--- config.mk ---
export PLATFORM = sky130hd
export DESIGN_NAME = seqdet_stream_ctrl
export DESIGN_NICKNAME = d
export VERILOG_FILES = /design/src/rtl/seqdet_stream_ctrl.sv
export SDC_FILE = /design/constraint.sdc
export NUM_CORES = 1
export LEC_CHECK = 0
export ABC_CLOCK_PERIOD_IN_PS = 2600
export CORE_ASPECT_RATIO = 1.2
export CORE_MARGIN = 10
export CORE_UTILIZATION = 55
export CTS_CLUSTER_SIZE = 24
export DETAILED_ROUTE_END_ITERATION = 10
export PLACE_DENSITY = 0.76
export SLEW_MARGIN = 20
export SYNTH_ARGS = -nofsm -noshare
export SYNTH_HDL_FRONTEND = slang
export SYNTH_SLANG_ARGS = --single-unit
--- constraint.sdc ---
create_clock -name clk -period 2.6 [get_ports clk]
set_input_delay 0.52 -clock clk [delete_from_list [all_inputs] [get_ports clk]]
set_output_delay 0.52 -clock clk [all_outputs]
set_load 0.02 [all_outputs]
--- src/rtl/seqdet_stream_ctrl.sv ---
// seqdet_stream_ctrl
//   Word-to-bit scheduler for a bit-serial 10010 pattern detector. Words
//   arrive over a valid/ready handshake and are shifted out MSB-first, one
//   bit per clock, with no gap between consecutive words. The block owns
//   the detector's active-low reset. It counts detector hits and finishes a
//   run when the count reaches a programmed threshold.
//
// Parameters
//   W   data word width (>= 2)
//   CW  width of threshold and match counter
//
// Ports
//   clk         clock, rising edge
//   rst         synchronous active-low reset
//   start       arm pulse, honoured only when idle or done
//   abort       return to idle from any state
//   cfg_thresh  hit count that ends a run, captured on an accepted start
//   din         data word
//   din_valid   word present
//   din_ready   controller can take a word
//   det_x       serial bit to the detector
//   det_rst_n   detector reset, active-low; released only while shifting
//   det_z       detector hit, combinational from det_x
//   busy        run in progress (LOAD or SHIFT)
//   done        threshold reached; held until start or abort
//   underrun    sticky: the stream ran dry mid-run; cleared on start
//   match_cnt   hits counted in the current run
//   first_hit   (SEQDET_CTRL_TSTAMP_EN only) number of bits shifted since
//               start, counted from 0, at the first hit; 16'hFFFF until then
//
// Build option
//   SEQDET_CTRL_TSTAMP_EN  adds the first_hit port and its bit counter

module seqdet_stream_ctrl #(
    parameter int unsigned W  = 8,
    parameter int unsigned CW = 8
) (
    input  logic          clk,
    input  logic          rst,
    input  logic          start,
    input  logic          abort,
    input  logic [CW-1:0] cfg_thresh,
    input  logic [W-1:0]  din,
    input  logic          din_valid,
    output logic          din_ready,
    output logic          det_x,
    output logic          det_rst_n,
    input  logic          det_z,
    output logic          busy,
    output logic          done,
    output logic          underrun,
    output logic [CW-1:0] match_cnt
`ifdef SEQDET_CTRL_TSTAMP_EN
    ,
    output logic [15:0]   first_hit
`endif
);

    localparam int unsigned BW = $clog2(W);

    typedef enum logic [1:0] {
        IDLE  = 2'd0,
        LOAD  = 2'd1,
        SHIFT = 2'd2,
        DONE  = 2'd3
    } state_t;

    state_t        state, state_n;
    logic [W-1:0]  sr, sr_n;
    logic [BW-1:0] bidx, bidx_n;
    logic [W-1:0]  hold, hold_n;
    logic          hold_v, hold_v_n;
    logic [CW-1:0] thr, thr_n;
    logic [CW-1:0] cnt_n;
    logic          done_n;
    logic          under_n;
    logic          accept;
    logic          hit;
    logic [CW-1:0] cnt_inc;

    always_ff @(posedge clk) begin
        if (!rst) begin
            state     <= IDLE;
            sr        <= '0;
            bidx      <= '0;
            hold      <= '0;
            hold_v    <= 1'b0;
            thr       <= '0;
            match_cnt <= '0;
            done      <= 1'b0;
            underrun  <= 1'b0;
        end else begin
            state     <= state_n;
            sr        <= sr_n;
            bidx      <= bidx_n;
            hold      <= hold_n;
            hold_v    <= hold_v_n;
            thr       <= thr_n;
            match_cnt <= cnt_n;
            done      <= done_n;
            underrun  <= under_n;
        end
    end

    always_comb begin
        // Handshake and detector controls depend on state only.
        din_ready = (state == LOAD) || ((state == SHIFT) && !hold_v);
        det_rst_n = (state == SHIFT);
        det_x     = (state == SHIFT) ? sr[W-1] : 1'b0;
        busy      = (state == LOAD) || (state == SHIFT);

        accept  = din_valid && din_ready;
        hit     = (state == SHIFT) && det_z;
        cnt_inc = match_cnt + CW'(1);

        state_n  = state;
        sr_n     = sr;
        bidx_n   = bidx;
        hold_n   = hold;
        hold_v_n = hold_v;
        thr_n    = thr;
        cnt_n    = match_cnt;
        done_n   = done;
        under_n  = underrun;

        if (abort) begin
            state_n  = IDLE;
            hold_v_n = 1'b0;
            done_n   = 1'b0;
        end else begin
            case (state)
                IDLE, DONE: begin
                    if (start) begin
                        thr_n   = cfg_thresh;
                        cnt_n   = '0;
                        under_n = 1'b0;
                        if (cfg_thresh == '0) begin
                            state_n = DONE;
                            done_n  = 1'b1;
                        end else begin
                            state_n = LOAD;
                            done_n  = 1'b0;
                        end
                    end
                end
                LOAD: begin
                    if (accept) begin
                        sr_n    = din;
                        bidx_n  = BW'(W - 1);
                        state_n = SHIFT;
                    end
                end
                SHIFT: begin
                    sr_n   = {sr[W-2:0], 1'b0};
                    bidx_n = bidx - BW'(1);
                    if (hit) begin
                        cnt_n = cnt_inc;
                    end
                    // A hit reaching the threshold wins over reload and
                    // underrun, even on the last bit of a word.
                    if (hit && (cnt_inc == thr)) begin
                        state_n  = DONE;
                        done_n   = 1'b1;
                        hold_v_n = 1'b0;
                    end else if (bidx == '0) begin
                        if (hold_v) begin
                            sr_n     = hold;
                            hold_v_n = 1'b0;
                            bidx_n   = BW'(W - 1);
                        end else if (accept) begin
                            sr_n   = din;
                            bidx_n = BW'(W - 1);
                        end else begin
                            under_n = 1'b1;
                            state_n = LOAD;
                        end
                    end else if (accept) begin
                        hold_n   = din;
                        hold_v_n = 1'b1;
                    end
                end
                default: state_n = IDLE;
            endcase
        end
    end

`ifdef SEQDET_CTRL_TSTAMP_EN
    logic [15:0] bitcnt;

    // first_hit latches the running bit count on the first hit of a run;
    // match_cnt == 0 identifies that first hit.
    always_ff @(posedge clk) begin
        if (!rst) begin
            bitcnt    <= '0;
            first_hit <= '1;
        end else if (abort) begin
            bitcnt    <= bitcnt;
            first_hit <= first_hit;
        end else if (((state == IDLE) || (state == DONE)) && start) begin
            bitcnt    <= '0;
            first_hit <= '1;
        end else if (state == SHIFT) begin
            if (bitcnt != 16'hFFFE) begin
                bitcnt <= bitcnt + 16'd1;
            end
            if (det_z && (match_cnt == '0)) begin
                first_hit <= bitcnt;
            end
        end
    end
`endif

endmodule

* After elaboration in Yosys (flattened, before gate mapping)
Index checks and enable logic that the tools add are counted.
Word-level totals: register bits after elaboration 40, input bits 22, output and inout port bits 14
Operators by class: add/subtract/negate cells 2, equality and inequality tests 15, muxes and demuxes 37, bitwise logic cells 4, reductions and logical operators 23
Operators with widths (count):
- 8-bit 2-to-1 mux | 7
- 8-bit one-hot mux with 2 select lines | 2
- 3-bit 2-to-1 mux | 5
- 2-bit 2-to-1 mux | 7
- 1-bit 2-to-1 mux | 12
- 2-bit inequality test, second input constant | 5
- 5-bit AND reduction | 2
- 3-bit AND reduction | 3
- 8-bit by 1-bit adder with 8-bit output, second input constant | 1
- 8-bit equality test | 1
- 8-bit zero test | 1
- 7-bit AND reduction | 1
- 2-bit by 1-bit inequality test with 1-bit output, second input constant | 3
- 3-bit by 2-bit inequality test with 1-bit output, second input constant | 2
- 2-bit one-hot mux with 3 select lines | 1
- 3-bit one-hot mux with 2 select lines | 1
- 2-bit equality test, second input constant | 2
- 1-bit logical AND | 4
- 1-bit inverter | 4
- 1-bit one-hot mux with 2 select lines | 2
- 4-bit AND reduction | 1
- 2-bit nonzero test | 2
- 2-bit OR reduction | 2
- 3-bit zero test | 1
- other kinds (8) | 9

* Logic depth before layout (Yosys ltp)
Gate-level depths: netlist of run 1.
word-level depth 9, gate-level depth with buffers 11

* Least setup slack after synthesis of run 1
Ideal clock, no wire load.
path kind flip-flop to flip-flop, from reg match_cnt[0], to reg sr[2], setup time 0.122 ns, data arrival time 2.333 ns, required time 2.478 ns, setup slack 0.145 ns, cell stages (with the launch flop) 10, buffers on the path 2, clock period less this slack 2.455 ns, cells stage by stage dfxtp_1 ha_1 and2_2 buf_4 o2111a_1 o211a_1 o311ai_4 buf_6 a21boi_2 o311a_1
On the way: longest elaborated chain between the ends 5
RTL lines:
- start: declaration | RTL line 52 | output logic [CW-1:0] match_cnt
- start signal: assignment | RTL line 99 | match_cnt <= cnt_n;
- 8-bit by 1-bit adder with 8-bit output | RTL line 114 | cnt_inc = match_cnt + CW'(1);
- 8-bit equality test | RTL line 161 | if (hit && (cnt_inc == thr)) begin
- 1-bit logical AND | RTL line 161
- 8-bit 2-to-1 mux | RTL line 161
- 8-bit one-hot mux with 2 select lines | RTL line 131 | case (state)
- end signal: assignment | RTL line 94 | sr <= sr_n;
- end: declaration | RTL line 69 | logic [W-1:0] sr, sr_n;
No other way between the ends. A chain may end at the register's enable or synchronous reset.

* Final worst setup path of run 1
from reg match_cnt[0], to reg sr[7]
The elaborated chain is that of the path after synthesis.

==> flow_summary_export.csv, run 1 <==
group,metric,value,unit
timing,setup_viol_count_final,0,
worst_setup_path,crit_chain,"buf_4 > nand3_2 > buf_4 > or3_4 > a211oi_4 > o311ai_2 > and3_2 > o311a_1",
worst_setup_path,critPathKind,"register to register",
final_layout,drive_above_1_share,19.4,%
grt,grt_start_max_net_pins,25,
pwr,clock_power_share,33.3,%
detailed_routing,first_pass_iters,4,
worst_setup_path,max_stage_delay,0.39,ns
worst_setup_path,cp-end-kind,"register",
job,max_cap_violations,0,
worst_setup_path,cp_num_cells,8,
placement,dp_hpwl,5130,um
synth,synth_area_leaders,"dfxtp_1, mux2i_1, a21oi_1",
worst_setup_path,critPathTopFamily,"compound AO/OA/AOI/OAI gates",
placement,finalWeightedCongestion,0.875,
pwr,pwr-share-seq,48.2,%
synth,muxShareOfSynthArea,7.30,%
worst_setup_path,crit_required,2.79,ns
worst_setup_path,startpoint_type,"register",
worst_setup_path,cp.arrival,2.69,ns
detailed_routing,drc_errors,0,
die,die_x,83.0,um
synth,ys_seq_area_share,30.5,%
pwr,p_int,0.961,mW
worst_setup_path,reg2reg_depth,8,
detailed_routing,viasPerCell,5.85,
synth,synth.largest_area_cell,"dfxtp_1",
grt,overflow,0,
timing,relSlewSlack,55.6,%
clocking,cts_tree,"yes",
synth,async_flop_share,0,%
worst_setup_path,slowest_stage,"or3_4",
clocking,hold_buffers,0,
synth,synth_compound_area_share,26.0,%
detailed_routing,drtAntennaViolNets,0,
final_layout,final_core_util,71.9,%
die,die_area,7940,um2
min_path,whs_path_depth,1,
worst_setup_path,crit_buf_inv,2,
synth,synth_top_family_by_area,"compound AO/OA/AOI/OAI gates",
synth,ys_ff_latch,40,
final_layout,nets,414,
grt,grt_pass1_wl,11800,um
synth,syn_avg_cell_area,8.04,um2
synth,ys_types,59,
clocking,numCtsBuffers,5,
timing,finalSetupTns,0,ns
final_layout,final_area,3300,um2
synth,ys_warn_count,0,
synth,synth_ff_type,"dfxtp_1",
worst_setup_path,crit_top_cell,"buf_4",
final_layout,syn2layout_area_growth,25.9,%
timing,timing.final.crit_period,2.50,ns
detailed_routing,drt_wl_total,7420,um
final_layout,fillers,396,
pwr,design_power_total,1.35,mW
placement,place_area,3150,um2
die,pin_count,36,
timing,tightest_slew,0.664,ns
synth,synth_edf_count,0,
synth,synth_xor_area_share,3.01,%
min_path,hold_class,"register to register",
placement,io_buffers,35,
detailed_routing,avgRoutedWirePerCell,16.7,um
timing,rsz0062_at_grt,"false",
clocking,htreeDepth,2,
synth,synthesis.nets,354,
pwr,switching_share,28.8,%
timing,hold_ws,0.473,ns
clocking,clk_pin_slew,0.08,ns
grt,grt.total_usage,17.6,%
die,rows,27,
synth,synthAdderAreaFrac,2.86,%
synth,synthSimpleGateAreaFrac,22.9,%
timing,clock_skew,0.00733,ns
timing,max_freq,0.401,GHz
timing,maxSlewViolCount,0,
die,initial_core_util,57.1,%
pwr,p_sw,0.388,mW
clocking,root_buffer,"clkbuf_8",
grt,grt_antenna_before_repair,0,
run_status,status,"completed",
clocking,clkLatencyLatePin,0.31,ns
pwr,pwr_density_cell,409,nW/um2
die,die_h,95.6,um
clocking,clock_path_buffers,2,
detailed_routing,vias,2602,
synth,synth_top_area_share,30.5,%
die,fp.coreArea,4590,um2
detailed_routing,drt_iter0_markers,114,
worst_setup_path,path_max_fanout,8,
synth,synth_cells,326,
pwr,combPwrFrac,18.5,%
timing,final-hold-violation-count,0,
pwr,leakagePower,1.27,nW
pwr,irDropWorstVdd,0.260,mV
clocking,cts_sinks,40,
grt,grt_pass1_vias,2403,
final_layout,antennaDiodeCount,0,
timing,period_share,96.0,%
synth,syn_area,2620,um2
==> metrics by stage <==
stage	setup slack [ns]	cells
after floorplan	0.145	326
after global placement	-0.123	431
after detailed placement	-0.168	431
after CTS	0.00267	439
after global routing	0.00682	445
final	0.104	445
==> state kept, by name, indices dropped and copies added, names as in the netlist <==
register   cells
bidx           3
done           1
hold           8
hold_v         1
match_cnt      8
sr             8
state          2
thr            8
underrun       1
==> cells by family (layout without fill, tap and decap cells) <==
| group | count (synthesis) | in the layout |
|---|---|---|
| AO/OA/AOI/OAI | 100 | 101 |
| buffers and inverters | 31 | 91 |
| adder cells (fa/ha/maj) | 6 | 6 |
| flip-flops | 40 | 40 |
| XOR/XNOR | 9 | 9 |
| multiplexers | 19 | 19 |
| AND/OR/NAND/NOR | 121 | 121 |
==> final timing paths <==
kind | from | to | slack, ns
worst min-delay path | bidx[0] | bidx[0] | 0.47
worst min register to register | bidx[0] | bidx[0] | 0.47
worst max-delay path | match_cnt[0] | sr[7] | 0.10
worst max register to register | match_cnt[0] | sr[7] | 0.10
==> power groups by stage <==
stage                     Combinational (mW)  Sequential, mW  Clock (mW)
after global placement                 0.241           0.664           0
final                                  0.250           0.650       0.449
after detailed placement               0.245           0.664           0
after CTS                              0.246           0.650       0.448
after floorplan                        0.157           0.663           0
after global routing                   0.275           0.653       0.471
==> timing repair <==
item                       CTS  global route
setup endpoints to repair    5            10
gates resized for setup      1             2
buffers inserted             0             5
cloned                       0             1
pin swaps                    1             1
==> final cells by class <==
cell class	instances	area (um2)	share of cell area, %
clock buffers	6	82.6	2.50
flip-flops and latches	40	801	24.3
inverters	11	41.3	1.25
clock inverters	2	10.0	0.303
repair buffers	72	639	19.4
multi-input cells	256	1660	50.1
well taps	58	72.6	2.20
==> cell usage in the layout (no fill, tap or decap), drive strengths merged, types with 2 or more instances in the layout <==
cell type / synthesis / routed
dfxtp: 40 / 40
buf: 6 / 37
nor2: 36 / 36
clkdlybuf4s50: 1 / 34
nand2: 31 / 31
a21oi: 30 / 30
o21ai: 30 / 30
mux2i: 18 / 18
nand3: 16 / 16
inv: 11 / 11
and3: 9 / 9
xnor2: 8 / 8
a31oi: 7 / 7
o311a: 7 / 7
ha: 6 / 6
clkbuf: 12 / 6
a21boi: 6 / 6
or3: 5 / 5
nand2b: 4 / 4
and2: 4 / 4
nor2b: 3 / 3
nand3b: 3 / 3
o31ai: 3 / 3
nor3: 3 / 3
or2: 2 / 2
nor4: 2 / 2
clkinv: 0 / 2
a211oi: 2 / 2
o311ai: 1 / 2
or4: 2 / 2
==> synth_stat cells, types with 4 or more instances <==
cell type	number
a21boi_2	5
a21oi_1	30
a31oi_1	7
and3_2	7
buf_6	4
clkbuf_1	10
dfxtp_1	40
ha_1	6
inv_1	10
mux2i_1	18
nand2_1	31
nand2b_1	4
nand3_1	15
nor2_1	36
o21ai_0	30
o311a_1	6
xnor2_1	8
==> metal layers <==
metal	vias up	global-route usage (%)	wire, um
li1	1293	-	-
met1	1211	19.9	3080
met2	88	32.0	3800
met3	10	3.75	410
met4	0	6.53	132
met5	-	0	0
Power figures use the tool's default switching activity.
==> inputs of run 2 (changes only) <==
- ABC_AREA: not set -> 1
- CORE_UTILIZATION: 55 -> 54
- CTS_CLUSTER_DIAMETER: not set -> 120
- PLACE_DENSITY: 0.76 -> 0.75
==> run 2 against run 1 <==
  * Area after synthesis is 5.5% lower
  * Highest routed layer unchanged
  * Register-to-register slack better by 0.34 ns
  * Critical endpoint is now din_ready
  * Core utilization fell by 2.4 points
  * Maximum frequency rose by 5.5%
  * Combinational power rose by 48%
==> flow_summary_export.csv, run 2 <==
group,metric,value,unit
run_status,status,"completed",
worst_setup_path,path_max_fanout,11,
detailed_routing,drc_errors,0,
synth,synth_top_family_by_area,"simple AND/OR/NAND/NOR gates",
worst_setup_path,max_stage_delay,0.61,ns
placement,dp_hpwl,4870,um
pwr,pwr_density_cell,484,nW/um2
placement,place_area,2940,um2
final_layout,final_cell_mix,"nand2_1, inv_1, nand3_1, dfxtp_1, clkdlybuf4s50_1",
synth,ys_types,36,
worst_setup_path,crit_chain,"inv_1 > ha_2 > nand2_1 > nand2_1 > clkdlybuf4s50_1",
final_layout,fillers,405,
worst_setup_path,startpoint_type,"register",
min_path,hold_class,"register to register",
detailed_routing,avgRoutedWirePerCell,14.0,um
worst_setup_path,cp-end-kind,"primary output",
timing,rsz0062_at_grt,"false",
synth,ys_seq_area_share,32.3,%
synth,synth_top_area_share,32.3,%
worst_setup_path,critPathKind,"register to primary output",
grt,grt_antenna_before_repair,0,
final_layout,antennaDiodeCount,0,
synth,syn_avg_cell_area,6.72,um2
synth,ys_ff_latch,40,
clocking,htreeDepth,2,
clocking,cts_sinks,40,
placement,finalWeightedCongestion,0.919,
final_layout,drive_above_1_share,13.8,%
worst_setup_path,reg2reg_from,"match_cnt[0]",
synth,syn_area,2480,um2
timing,timing.final.crit_period,2.37,ns
synth,ys_warn_count,0,
die,die_x,81.8,um
final_layout,multiInputGateArea,1440,um2
timing,tightest_slew,0.637,ns
synth,synth_area_leaders,"dfxtp_1, nand2_1, nand3_1",
worst_setup_path,crit_buf_inv,2,
clocking,hold_buffers,0,
synth,synth_edf_count,0,
synth,synthesis.nets,397,
timing,clock_skew,0.00573,ns
clocking,numCtsBuffers,5,
grt,grt.total_usage,17.5,%
detailed_routing,vias,2509,
grt,grt_start_max_net_pins,23,
synth,synth.largest_area_cell,"dfxtp_1",
synth,synth_ff_type,"dfxtp_1",
grt,grt_pass1_vias,2458,
synth,synthAdderAreaFrac,3.03,%
die,fp.coreArea,4360,um2
pwr,irDropWorstVdd,0.320,mV
pwr,leakagePower,1.19,nW
placement,io_buffers,35,
min_path,min_from,"hold[6]",
final_layout,regArea,801,um2
timing,maxSlewViolCount,0,
detailed_routing,drt_wl_total,6540,um
synth,synth_compound_area_share,18.6,%
worst_setup_path,crit_required,2.08,ns
synth,synthTopCellsByCount,"nand2_1, inv_1, dfxtp_1, nand3_1, o21ai_0",
pwr,design_power_total,1.47,mW
final_layout,final_area,3030,um2
final_layout,final_cells,468,
placement,place_inst,460,
clocking,cts_tree,"yes",
grt,overflow,0,
timing,setup_slack,0.233,ns
clocking,root_buffer,"clkbuf_8",
placement,dp_slack,0.236,ns
die,rows,26,
die,die_h,94.2,um
grt,grt_pass1_wl,10900,um
timing,final-hold-violation-count,0,
synth,synth_cells,369,
synth,synthSimpleGateAreaFrac,33.2,%
synth,yosys.cell_count.top_type,"nand2_1",
clocking,clk_pin_slew,0.07,ns
timing,max_freq,0.422,GHz
die,initial_core_util,56.9,%
timing,setup_viol_count_final,0,
worst_setup_path,crit_start,"state[0]",
clocking,clock_path_buffers,2,
final_layout,final_core_util,69.5,%
job,max_cap_violations,0,
clocking,post_cts_buffers,0,
timing,finalSetupTns,0,ns
final_layout,nets,439,
worst_setup_path,critPathTopFamily,"buffers and inverters",
timing,period_share,91.0,%
timing,hold_ws,0.464,ns
worst_setup_path,slowest_stage,"clkdlybuf4s50_1",
worst_setup_path,cp.arrival,1.85,ns
worst_setup_path,crit_top_cell,"nand2_1",
clocking,clkLatencyLatePin,0.29,ns
final_layout,syn2layout_area_growth,22.3,%
die,die_area,7710,um2
detailed_routing,drt_iter0_markers,145,
detailed_routing,drtAntennaViolNets,0,
synth,synth_xor_area_share,0.353,%
timing,relSlewSlack,57.4,%
synth,async_flop_share,0,%
synth,muxShareOfSynthArea,2.83,%
detailed_routing,viasPerCell,5.36,
die,pin_count,36,
final_layout,final_common_cell,"nand2_1",
detailed_routing,first_pass_iters,5,
==> run 2: changes by cell type in the layout (fill, tap and decap cells not counted), moves of 7 or more <==
cell	previous run	this run
nand2_2	0	9
xnor2_1	8	0
nand2_1	31	72
a21oi_2	0	11
inv_1	10	44
and3_2	7	0
mux2i_1	18	7
nand3_1	15	40
buf_4	36	10
==> run 2: power by group <==
group | switching (mW) | total, mW | internal [mW]
Combinational | 0.222 | 0.371 | 0.149
Sequential | 0.0218 | 0.665 | 0.643
Clock | 0.213 | 0.430 | 0.217
Total | 0.457 | 1.47 | 1.01
==> run 2: timing repair <==
item	CTS	global route
endpoints found under the hold margin	0	0
gates resized for setup	0	1
setup endpoints to repair	0	1
==> run 2: final timing paths <==
path / endpoint / slack [ns] / depth (start not counted)
min reg2reg: hold[6] / 0.46 / 2
min: hold[6] / 0.46 / 2
max reg2reg: bidx[1] / 0.44 / 12
max: din_ready / 0.23 / 5
==> run 2: cell families after synthesis <==
kind of cell    count (synthesis)
simple gates                  176
compound gates                 80
buf+inv                        59
flops                          40
mux                             7
fa+ha+maj                       6
xor+xnor                        1
==> run 2: layout make-up <==
| type | count | area share, % |
|---|---|---|
| Sequential cell | 40 | 26.4 |
| Timing Repair Buffer | 46 | 14.7 |
| Clock buffer | 8 | 2.97 |
| Multi-Input combinational cell | 270 | 47.6 |
| Tap cell | 56 | 2.31 |
| Inverter | 48 | 6.03 |
==> run 2: routing by layer <==
layer | track usage [%] | vias up | routed length [um]
met5 | 0 | - | 0
met4 | 7.24 | 0 | 165
met3 | 4.21 | 12 | 348
met2 | 30.8 | 72 | 3260
met1 | 19.4 | 1135 | 2760
li1 | - | 1290 | -
==> run 2: worst register-to-register path, stage by stage, from the launching register on <==
cell      delay [ns]
dfxtp_1         0.44
ha_1            0.25
nand3_1         0.12
o21bai_1        0.20
and2_4          0.20
nor2_4          0.03
nor2_1          0.13
nand3_2         0.16
buf_12          0.19
nand2_8         0.10
inv_4           0.04
o21ai_2         0.10
a21oi_2         0.08
